## config.mk

```make
export PLATFORM = sky130hd
export DESIGN_NAME = heap_pq_gen
export DESIGN_NICKNAME = d
export VERILOG_FILES = /design/src/rtl/pq_pkg.sv /design/src/rtl/mem_swsr.sv /design/src/rtl/heap_pq_gen.sv
export SDC_FILE = /design/constraint.sdc
export NUM_CORES = 1
export LEC_CHECK = 0
export CELL_PAD_IN_SITES_DETAIL_PLACEMENT = 0
export CELL_PAD_IN_SITES_GLOBAL_PLACEMENT = 1
export CORE_MARGIN = 1.5
export CORE_UTILIZATION = 53
export CTS_BUF_LIST = sky130_fd_sc_hd__clkbuf_8
export DETAILED_ROUTE_END_ITERATION = 10
export PLACE_DENSITY_LB_ADDON = 0.1
export SLEW_MARGIN = 10
export SYNTH_ARGS = -nofsm -noshare
export SYNTH_HDL_FRONTEND = slang
export SYNTH_SLANG_ARGS = --single-unit
```

## constraint.sdc

```tcl
create_clock -name clk -period 4.7 [get_ports clk]
set_input_delay 0.47 -clock clk [delete_from_list [all_inputs] [get_ports clk]]
set_output_delay 0.47 -clock clk [all_outputs]
set_load 0.01 [all_outputs]
```

## src/rtl/pq_pkg.sv

```systemverilog
// Shared types and index helpers for the pq family of heap priority queues.
// Heap indices are 1-based: children of i are 2i and 2i+1, parent is i/2.
package pq_pkg;

    typedef enum logic [3:0] {
        IDLE,
        ENQ_WR,
        ENQ_RDP,
        ENQ_CMP,
        ENQ_SWP2,
        DEQ_RD,
        DEQ_WR,
        REPL_WR,
        HP_ST,
        HP_RDL,
        HP_RDR,
        HP_SWP,
        HP_SWP2
    } heap_st_t;

    // Wide generic index; callers size-cast the result to their own index width.
    localparam int HP_IDX_W = 32;
    typedef logic [HP_IDX_W-1:0] hp_idx_t;

    function automatic hp_idx_t hp_left(input hp_idx_t i);
        return {i[HP_IDX_W-2:0], 1'b0};
    endfunction

    function automatic hp_idx_t hp_right(input hp_idx_t i);
        return {i[HP_IDX_W-2:0], 1'b1};
    endfunction

    function automatic hp_idx_t hp_parent(input hp_idx_t i);
        return {1'b0, i[HP_IDX_W-1:1]};
    endfunction

endpackage

```

## src/rtl/mem_swsr.sv

```systemverilog
// Single-port RAM with synchronous write and registered (one-cycle) read.
// Read-during-write returns the previous contents of the addressed word.
module mem_swsr #(
    parameter int W  = 8,
    parameter int D  = 16,
    parameter int AW = $clog2(D)
) (
    input  logic          clk,
    input  logic          we,
    input  logic [AW-1:0] addr,
    input  logic [W-1:0]  din,
    output logic [W-1:0]  dout
);

    logic [W-1:0] mem [D];

    // NOTE: the array has no reset so it maps onto RAM macros; callers never read unwritten words.
    always_ff @(posedge clk) begin
        if (we) mem[addr] <= din;
        dout <= mem[addr];
    end

endmodule

```

## src/rtl/heap_pq_gen.sv

```systemverilog
// Binary-heap priority queue (min- or max-heap) over a single-port RAM.
// Define HEAP_PQ_GEN_ERR_EN to add a sticky err flag for dropped requests.
module heap_pq_gen
    import pq_pkg::*;
#(
    parameter int KW       = 8,
    parameter int VW       = 8,
    parameter int DEPTH    = 16,
    parameter int MAX_HEAP = 0
) (
    input  logic                       clk,
    input  logic                       rst,
    input  logic                       enq,
    input  logic                       deq,
    input  logic [KW+VW-1:0]           kvi,
    output logic [KW+VW-1:0]           kvo,
    output logic                       kvo_valid,
    output logic                       full,
    output logic                       empty,
    output logic                       busy,
    output logic [$clog2(DEPTH+1)-1:0] count
`ifdef HEAP_PQ_GEN_ERR_EN
    ,
    output logic                       err,
    input  logic                       err_clr
`endif
);

    localparam int CW = $clog2(DEPTH+1);
    localparam int IW = CW + 1;
    localparam int AW = CW;
    localparam int W  = KW + VW;
    localparam logic [CW-1:0] ONE_C = CW'(1);
    localparam logic [IW-1:0] ONE_I = IW'(1);
    localparam logic [AW-1:0] ROOT  = AW'(1);

    typedef struct packed {
        logic [KW-1:0] key;
        logic [VW-1:0] val;
    } kv_t;

    function automatic logic prio(input kv_t a, input kv_t b);
        return (MAX_HEAP != 0) ? (a.key > b.key) : (a.key < b.key);
    endfunction

    heap_st_t      state, state_nx;
    logic [CW-1:0] cnt;
    logic [IW-1:0] idx, best, cnt_x;
    logic [IW-1:0] left_i, right_i, parent_i;
    kv_t           mov, oth, kvo_q, rd;
    logic          ram_we;
    logic [AW-1:0] ram_addr;
    logic [W-1:0]  ram_din, ram_dout;
    logic          do_repl, do_enq, do_deq;

    assign cnt_x    = {1'b0, cnt};
    assign left_i   = IW'(hp_left(hp_idx_t'(idx)));
    assign right_i  = IW'(hp_right(hp_idx_t'(idx)));
    assign parent_i = IW'(hp_parent(hp_idx_t'(idx)));
    assign rd       = kv_t'(ram_dout);

    assign empty     = (cnt == '0);
    assign full      = (cnt == CW'(DEPTH));
    assign kvo_valid = !empty;
    assign busy      = (state != IDLE);
    assign count     = cnt;
    assign kvo       = kvo_q;

    assign do_repl = enq && deq && !empty;
    assign do_enq  = !do_repl && enq && !full;
    assign do_deq  = !do_repl && !do_enq && deq && !empty;

    mem_swsr #(.W(W), .D(DEPTH+1), .AW(AW)) u_mem (
        .clk  (clk),
        .we   (ram_we),
        .addr (ram_addr),
        .din  (ram_din),
        .dout (ram_dout)
    );

    // NOTE: sequential state uses <= so every register samples pre-edge values.
    always_ff @(posedge clk) begin
        if (rst) state <= IDLE;
        else     state <= state_nx;
    end

    // NOTE: every output of a combinational block gets a default first, so no latch is inferred.
    always_comb begin
        state_nx = state;
        unique case (state)
            IDLE: begin
                if (do_repl)     state_nx = REPL_WR;
                else if (do_enq) state_nx = ENQ_WR;
                else if (do_deq) state_nx = DEQ_RD;
            end
            ENQ_WR:   state_nx = (cnt == '0) ? IDLE : ENQ_RDP;
            ENQ_RDP:  state_nx = ENQ_CMP;
            ENQ_CMP:  state_nx = prio(mov, rd) ? ENQ_SWP2 : IDLE;
            ENQ_SWP2: state_nx = (parent_i == ONE_I) ? IDLE : ENQ_RDP;
            DEQ_RD:   state_nx = DEQ_WR;
            DEQ_WR:   state_nx = (cnt == '0) ? IDLE : HP_ST;
            REPL_WR:  state_nx = HP_ST;
            HP_ST:    state_nx = (left_i > cnt_x) ? IDLE : HP_RDL;
            HP_RDL:   state_nx = (right_i <= cnt_x) ? HP_RDR : HP_SWP;
            HP_RDR:   state_nx = HP_SWP;
            HP_SWP:   state_nx = (best == idx) ? IDLE : HP_SWP2;
            HP_SWP2:  state_nx = HP_ST;
            default:  state_nx = IDLE;
        endcase
    end

    // RAM port: one read or one write per cycle.
    always_comb begin
        ram_we   = 1'b0;
        ram_addr = '0;
        ram_din  = mov;
        unique case (state)
            ENQ_WR:  begin ram_we = 1'b1; ram_addr = cnt + ONE_C; end
            ENQ_RDP: ram_addr = AW'(parent_i);
            ENQ_CMP: begin
                ram_addr = AW'(parent_i);
                ram_we   = prio(mov, rd);
            end
            ENQ_SWP2: begin ram_we = 1'b1; ram_addr = AW'(idx); ram_din = oth; end
            DEQ_RD:   ram_addr = cnt;
            DEQ_WR: begin
                ram_we   = (cnt != '0);
                ram_addr = ROOT;
                ram_din  = rd;
            end
            REPL_WR: begin ram_we = 1'b1; ram_addr = ROOT; end
            HP_ST:   if (left_i <= cnt_x) ram_addr = AW'(left_i);
            HP_RDL:  if (right_i <= cnt_x) ram_addr = AW'(right_i);
            HP_SWP: begin
                ram_we   = (best != idx);
                ram_addr = AW'(idx);
                ram_din  = oth;
            end
            HP_SWP2: begin ram_we = 1'b1; ram_addr = AW'(best); end
            default: ;
        endcase
    end

    // kvo mirrors every write to the root so it never needs a RAM read.
    always_ff @(posedge clk) begin
        if (rst) begin
            cnt   <= '0;
            kvo_q <= '0;
        end else begin
            if (state == ENQ_WR) cnt <= cnt + ONE_C;
            if (state == DEQ_RD) cnt <= cnt - ONE_C;
            if (ram_we && ram_addr == ROOT) kvo_q <= kv_t'(ram_din);
        end
    end

    // mov is the entry being sifted; oth holds the parent (sift-up) or best child (heapify).
    always_ff @(posedge clk) begin
        unique case (state)
            IDLE:     mov <= kv_t'(kvi);
            ENQ_WR:   idx <= IW'(cnt) + ONE_I;
            ENQ_CMP:  oth <= rd;
            ENQ_SWP2: idx <= parent_i;
            DEQ_WR: begin
                mov <= rd;
                idx <= ONE_I;
            end
            REPL_WR:  idx <= ONE_I;
            HP_ST: begin
                best <= idx;
                oth  <= mov;
            end
            HP_RDL: if (prio(rd, oth)) begin
                best <= left_i;
                oth  <= rd;
            end
            HP_RDR: if (prio(rd, oth)) begin
                best <= right_i;
                oth  <= rd;
            end
            HP_SWP2:  idx <= best;
            default: ;
        endcase
    end

`ifdef HEAP_PQ_GEN_ERR_EN
    logic drop;
    assign drop = (state == IDLE) &&
                  ((enq && !deq && full) || (deq && !enq && empty));

    always_ff @(posedge clk) begin
        if (rst)          err <= 1'b0;
        else if (drop)    err <= 1'b1;
        else if (err_clr) err <= 1'b0;
    end
`endif

endmodule

```

# --- Word-level counts from Yosys, hierarchy flattened ---
# Memories as Yosys holds them, arrays and structs flattened. A register that Yosys moved wholly into a read port is not among the register bits.
# Cells that the tools add are included.
word_totals:
  mem_bits_rw: 272
  memories: 1
  reg_bits: 69
  word_cells: 96
  out_inout_bits: 25
  in_bits: 20
mem_list:
  columns: ["name", "depth", "width", "read_ports", "rd_ports_with_merged_regs", "wr", "line", "source"]
  rows:
  - ["u_mem.mem", 17, 16, 1, 1, 1, "mem_swsr.sv:15", "logic [W-1:0] mem [D];"]
op_classes:
  n_mux: 27
  eq_ne: 21
  n_reduce_logical: 29
  add_sub_neg: 3
  n_lt_le_gt_ge: 5
op_table:
  columns: ["op", "count"]
  rows:
  - ["16-bit one-hot mux with 2 select lines", 2]
  - ["16-bit one-hot mux with 3 select lines", 1]
  - ["4-bit one-hot mux with 12 select lines", 1]
  - ["5-bit one-hot mux with 8 select lines", 1]
  - ["4-bit two-way mux", 6]
  - ["6-bit one-hot mux with 4 select lines", 1]
  - ["4-bit == test, second input constant", 5]
  - ["5-bit two-way mux", 4]
  - ["6-bit one-hot mux with 3 select lines", 1]
  - ["4-bit by 3-bit == test with 1-bit output, second input constant", 4]
  - ["8-bit < comparator", 2]
  - ["16-bit two-way mux", 1]
  - ["6-bit by 5-bit less-or-equal comparator with 1-bit output", 2]
  - ["6-bit two-way mux", 2]
  - ["5-bit by 1-bit == test with 1-bit output, second input constant", 2]
  - ["2-bit OR reduction", 5]
  - ["4-bit by 2-bit == test with 1-bit output, second input constant", 2]
  - ["1-bit logical AND", 8]
  - ["4-bit nonzero test", 2]
  - ["5-bit by 1-bit adder with 6-bit output, second input constant", 1]
  - ["6-bit == test", 1]
  - ["6-bit by 5-bit greater-than comparator with 1-bit output", 1]
  - ["6-bit != test", 1]
  - ["3-bit nonzero test", 2]
  - ["19 further kinds", 27]

# --- Logic depth before layout (Yosys ltp) ---
# Gate-level depths: netlist of run 1.
logic_depth:
  ltp_word: 14
  ltp_mapped: 14
  mapped_depth_nobuf: 10

# --- Cells and area by module ---
# From an unflattened synthesis of run 1, not the netlist that was laid out.
unflattened:
  cells_unflattened: 1106
  hier_area_um2: 15432.3
modules_own_cells:
  columns: ["mod", "seq_area_each_um2", "n_inst", "area_per_inst_um2", "cells_per_inst"]
  rows:
  - ["mem_swsr", 8488.1, 1, 10980.5, 628]
  - ["heap_pq_gen", 1821.7, 1, 4451.8, 478]

# --- Least setup slack after synthesis of run 1 ---
# OpenSTA, ideal clock, no wires.
synth_path:
  kind: "reg-to-reg"
  from: "register cnt[3], in the netlist count[3]"
  to: "memory u_mem.mem[16][0] (netlist bit), enable pin"
  period_less_slack_ns: 4.107
  setup_time_ns: 0.409
  n_path_buf: 2
  slack_ns: 0.593
  arrival_ns: 3.698
  required_time_ns: 4.291
  stages_incl_launch_ff: 12
  cell_sequence: "dfxtp_1 -> inv_1 -> ha_1 -> a21o_1 -> a211oi_1 -> a32oi_1 -> nand2_1 -> a21o_1 -> buf_2 -> clkbuf_1 -> nand2_1 -> nor3_1"
synth_between:
  elab_chain_len: 4
  elab_cells_between_ends: 10
  cone_classes: "add/sub (1); order compare (2); mux (6); reduce/logical (1)"
synth_rtl:
  columns: ["item", "line", "source"]
  rows:
  - ["start: declaration", "heap_pq_gen.sv:47", "logic [CW-1:0] cnt;"]
  - ["start signal: assignment", "heap_pq_gen.sv:150", "if (state == ENQ_WR) cnt <= cnt + ONE_C;"]
  - ["start signal: assignment", "heap_pq_gen.sv:151", "if (state == DEQ_RD) cnt <= cnt - ONE_C;"]
  - ["parallel branches: the longest is 4 deep, another holds 6-bit by 5-bit less-or-equal comparator with 1-bit output", null, null]
  - ["end: declaration", "mem_swsr.sv:15", null]
# Parallel ways; which one is timed is not known.

# --- Final worst setup path of run 1 ---
layout_path:
  from: "register cnt[3], in the netlist count[3]"
  to: "register u_mem.dout[5] (read register of u_mem.mem)"
layout_between:
  elab_chain_len: 3
  elab_cells_between_ends: 6
  cone_classes: "add/sub (1); order compare (2); mux (3)"
layout_rtl:
  columns: ["item", "line", "source"]
  rows:
  - ["6-bit by 5-bit less-or-equal comparator with 1-bit output, on equally long branches", "heap_pq_gen.sv:133, heap_pq_gen.sv:132", null]
  - ["5-bit two-way mux, on equally long branches", "heap_pq_gen.sv:133, heap_pq_gen.sv:132", null]
  - ["5-bit one-hot mux with 8 select lines *", "heap_pq_gen.sv:117", "unique case (state)"]
  - ["end: declaration", "mem_swsr.sv:12", "output logic [W-1:0] dout"]
# Every way passes the cells marked *; elsewhere a longest branch is shown, timed or not.
# A chain may end at the register's enable or synchronous reset.

==> impl_metrics.json, run 1 <==
{
  "rrSetupSlack_ps": 700,
  "numPortBuffers": 44,
  "min_period_ps": 4000,
  "setup_viol": 0,
  "cpPeakStageDelay_ps": 520,
  "coreArea_um2": 28700,
  "grt_pass1_wl_um": 60800,
  "crit_path_end_kind": "flop",
  "yosysTopAreaCell": "edfxtp_1",
  "fp.dieArea_um2": 30200,
  "ff2ff_path_depth": 12,
  "drv_slew": 0,
  "syn_area_um2": 15400,
  "place_hpwl_um": 25600,
  "postCtsSetupRepairBufs": 0,
  "synth_compound_area_share_pct": 13.0,
  "switchingPower_w": 0.00506,
  "final_cell_area_um2": 17700,
  "cap_violations": 0,
  "pwr-share-seq_pct": 37.5,
  "syn_nets": 1211,
  "slowest_stage": "a211oi_1",
  "postRouteWirelength_um": 40000,
  "grt_max_degree": 65,
  "rows": 62,
  "peakVddDrop_uv": 400,
  "synth.avg_cell_area_um2": 13.2,
  "place_congestion": 0.928,
  "crit_chain": "inv_1, ha_1, a21o_1, a211oi_1, a32o_1, o21ai_4, a22oi_2, buf_4, buf_4, a32oi_1, a32oi_1, o21ai_1",
  "regArea_um2": 10300,
  "area_growth_pct": 14.8,
  "dieHeight_um": 174,
  "multi_input_area_um2": 4690,
  "arrival_ps": 4450,
  "start_util_pct": 53.8,
  "worstSkewPairLatency_ps": 610,
  "ctsHoldBuffers": 0,
  "cts_inserted_buffers": 58,
  "drtAntennaViolNets": 0,
  "path_max_fanout": 19,
  "pwr_density_cell_nw_per_um2": 732,
  "clock.fmax_mhz": 250,
  "path_class": "flop to flop",
  "clockBufferDepth": 3,
  "swShare_pct": 39.0,
  "antenna_found_initial": 0,
  "initialDrtViolationCount": 993,
  "finalSetupTns_ps": 0,
  "avgViaCountPerCell": 6.07,
  "cts_resized": 0,
  "synth_seq_cells": 357,
  "synth_top_family_by_area": "compound AO/OA/AOI/OAI gates",
  "ys_warn_count": 0,
  "worst_setup_path_start_kind": "flop",
  "relSlewSlack_pct": 33.1,
  "nFillCells": 2325,
  "async_flop_share_pct": 0,
  "outcome": "finished clean",
  "clock-sinks": 357,
  "hold_class": "flop to flop",
  "drc_errors": 0,
  "synth.mux.area_fraction_pct": 4.75,
  "finish.net_count": 1298,
  "htree_levels": 2,
  "vias": 10200,
  "period_share_pct": 85.0,
  "p_int_w": 0.00792,
  "grt_pass1_vias": 10000,
  "synth_edf_count": 316,
  "placed_cell_area_um2": 16500,
  "whs_path_depth": 2,
  "yosys.area_share.simple_pct": 9.91,
  "io_pins": 45,
  "cts_tree": "built",
  "hold_viol_final": 0,
  "required_ps": 5150,
  "cellLeakagePower_nw": 6.40,
  "grt_use_total_pct": 26.7,
  "combPwrFrac_pct": 41.3,
  "pwr-share-clk_pct": 21.2,
  "synth_top_cell_area_share_pct": 61.4,
  "rsz0062_at_grt": "no",
  "syn_inst": 1170,
  "fin_skew_ps": 24.5,
  "cts_root_buf": "clkbuf_8",
  "synth_top_flop_cell": "edfxtp_1",
  "firstDrtPassIters": 5,
  "drive_gt1_share_pct": 14.7,
  "wl_per_cell_um": 23.7,
  "synthXorXnorAreaFrac_pct": 0.680,
  "synth.area.top_cells": "edfxtp_1 61%, dfxtp_1 5.3%, nand2_1 4.6%, a32oi_1 2.8%, mux2i_1 2.3%",
  "yosysUniqueCellTypes": 67,
  "overflow": 0,
  "antennaDiodeCount": 0,
  "synth_adder_area_share_pct": 1.70,
  "worst_slew_pin_slew_ps": 1000,
  "clk_pin_slew_ps": 60,
  "ys_seq_area_share_pct": 66.7,
  "die_x_um": 174
}
## state kept, by name, summed over array words and instances, names as in the netlist
| register | flops |
|---|---|
| u_mem.dout | 16 |
| best | 6 |
| u_mem.mem | 272 |
| kvo | 16 |
| state | 4 |
| oth | 16 |
| idx | 6 |
| count | 5 |
| mov | 16 |
## per-layer routing
layer / track usage [%] / up-vias / part of all wire [%] / wire [um]
met5: 0 / - / 0 / 0
met4: 7.33 / 0 / 1.8 / 715
met3: 4.39 / 62 / 7.2 / 2900
met2: 42.1 / 409 / 46 / 18500
met1: 38.6 / 5107 / 45 / 17900
li1: - / 4657 / - / -
## power by group through the flow
stage | sequential [W] | combinational [W] | clock [W]
2_1_floorplan | 0.00482 | 0.00346 | 0
3_3_place_gp | 0.00491 | 0.00533 | 0
3_5_place_dp | 0.00492 | 0.00537 | 0
4_1_cts | 0.00486 | 0.00539 | 0.00281
5_1_grt | 0.00491 | 0.00585 | 0.00292
6_report | 0.00487 | 0.00536 | 0.00275
## stage by stage
stage               total power [W]  worst slack, ps  hold WS (ps)  utilization (%)  instances
global route                 0.0137              451           528             61.8       1687
detailed placement           0.0103              732           486             57.6       1581
floorplan                   0.00827              593           429                -       1170
finish                       0.0130              704           511             61.8       1687
global placement             0.0102              730           477             57.6       1581
CTS                          0.0131              740           500             61.8       1687
## layout make-up
cell class / instances / share of cell area, %
inverter: 28 / 0.593
timing repair buffer: 106 / 5.32
tap: 384 / 2.71
clock inverter: 39 / 1.58
sequential: 357 / 58.1
clock buffer: 67 / 5.20
multi-input combinational: 706 / 26.4
## critical path: cells and delay by family (launching register included)
family / cells / cell delay (ps)
buffers and inverters: 3 / 670
flip-flops: 1 / 430
adder cells (fa/ha/maj): 1 / 360
AO/OA/AOI/OAI: 8 / 2390
## layout by cell type (no fill, tap or decap), types with 5 or more instances in the layout
cell type / instances
clkbuf_8: 67
o211ai_1: 16
buf_4: 59
nor2b_1: 10
nor2_1: 49
o311a_1: 16
o21ai_0: 27
nor3_1: 6
clkinv_2: 7
mux2i_1: 35
a21oi_1: 25
inv_1: 42
clkinv_1: 11
a21o_1: 26
xnor2_1: 8
edfxtp_1: 316
mux2_2: 30
a31oi_1: 18
a32oi_1: 50
o21ai_1: 12
and2_1: 12
clkdlybuf4s50_1: 44
ha_1: 21
a22oi_1: 8
dfxtp_1: 41
nand3_1: 25
a221o_1: 16
o21bai_1: 16
nand2b_1: 7
nand4_1: 18
a211o_1: 5
nand2_1: 189
## cells in the mapped netlist, drive strengths merged, types with 3 or more instances
cell / n
edfxtp: 316
nand2: 191
a32oi: 50
nor2: 49
buf: 46
dfxtp: 41
o21ai: 40
mux2i: 35
clkbuf: 33
mux2: 30
inv: 27
a21o: 26
a21oi: 25
nand3: 25
ha: 21
a31oi: 18
nand4: 18
a221o: 16
o211ai: 16
o21bai: 16
o311a: 16
and2: 13
nor2b: 10
a22oi: 9
a211oi: 8
xnor2: 8
nand2b: 7
nor3: 7
a211o: 5
or3: 4
xor2: 4
a32o: 3
or2: 3
## kinds of logic (layout without fill, tap and decap cells)
logic type | count (synthesis) | after routing
XOR/XNOR | 12 | 12
multiplexers | 67 | 67
adder cells (fa/ha/maj) | 21 | 21
AO/OA/AOI/OAI | 266 | 266
flip-flops | 357 | 357
buffers and inverters | 107 | 240
AND/OR/NAND/NOR | 340 | 340
## final timing paths
path	startpoint	endpoint
min	u_mem.mem[16][3]$_DFFE_PP_	u_mem.dout[3]$_DFF_P_
max	count[3]$_SDFFE_PP0P_	u_mem.dout[5]$_DFF_P_
min reg2reg	u_mem.mem[16][3]$_DFFE_PP_	u_mem.dout[3]$_DFF_P_
max reg2reg	count[3]$_SDFFE_PP0P_	u_mem.dout[5]$_DFF_P_
Note: power is estimated with default switching activity, not from simulation.
==> inputs of run 2 (changes only) <==
- CAP_MARGIN: unset -> 20
==> results of run 2 <==
The final DEF is identical to that of run 1; final timing and power are the same.
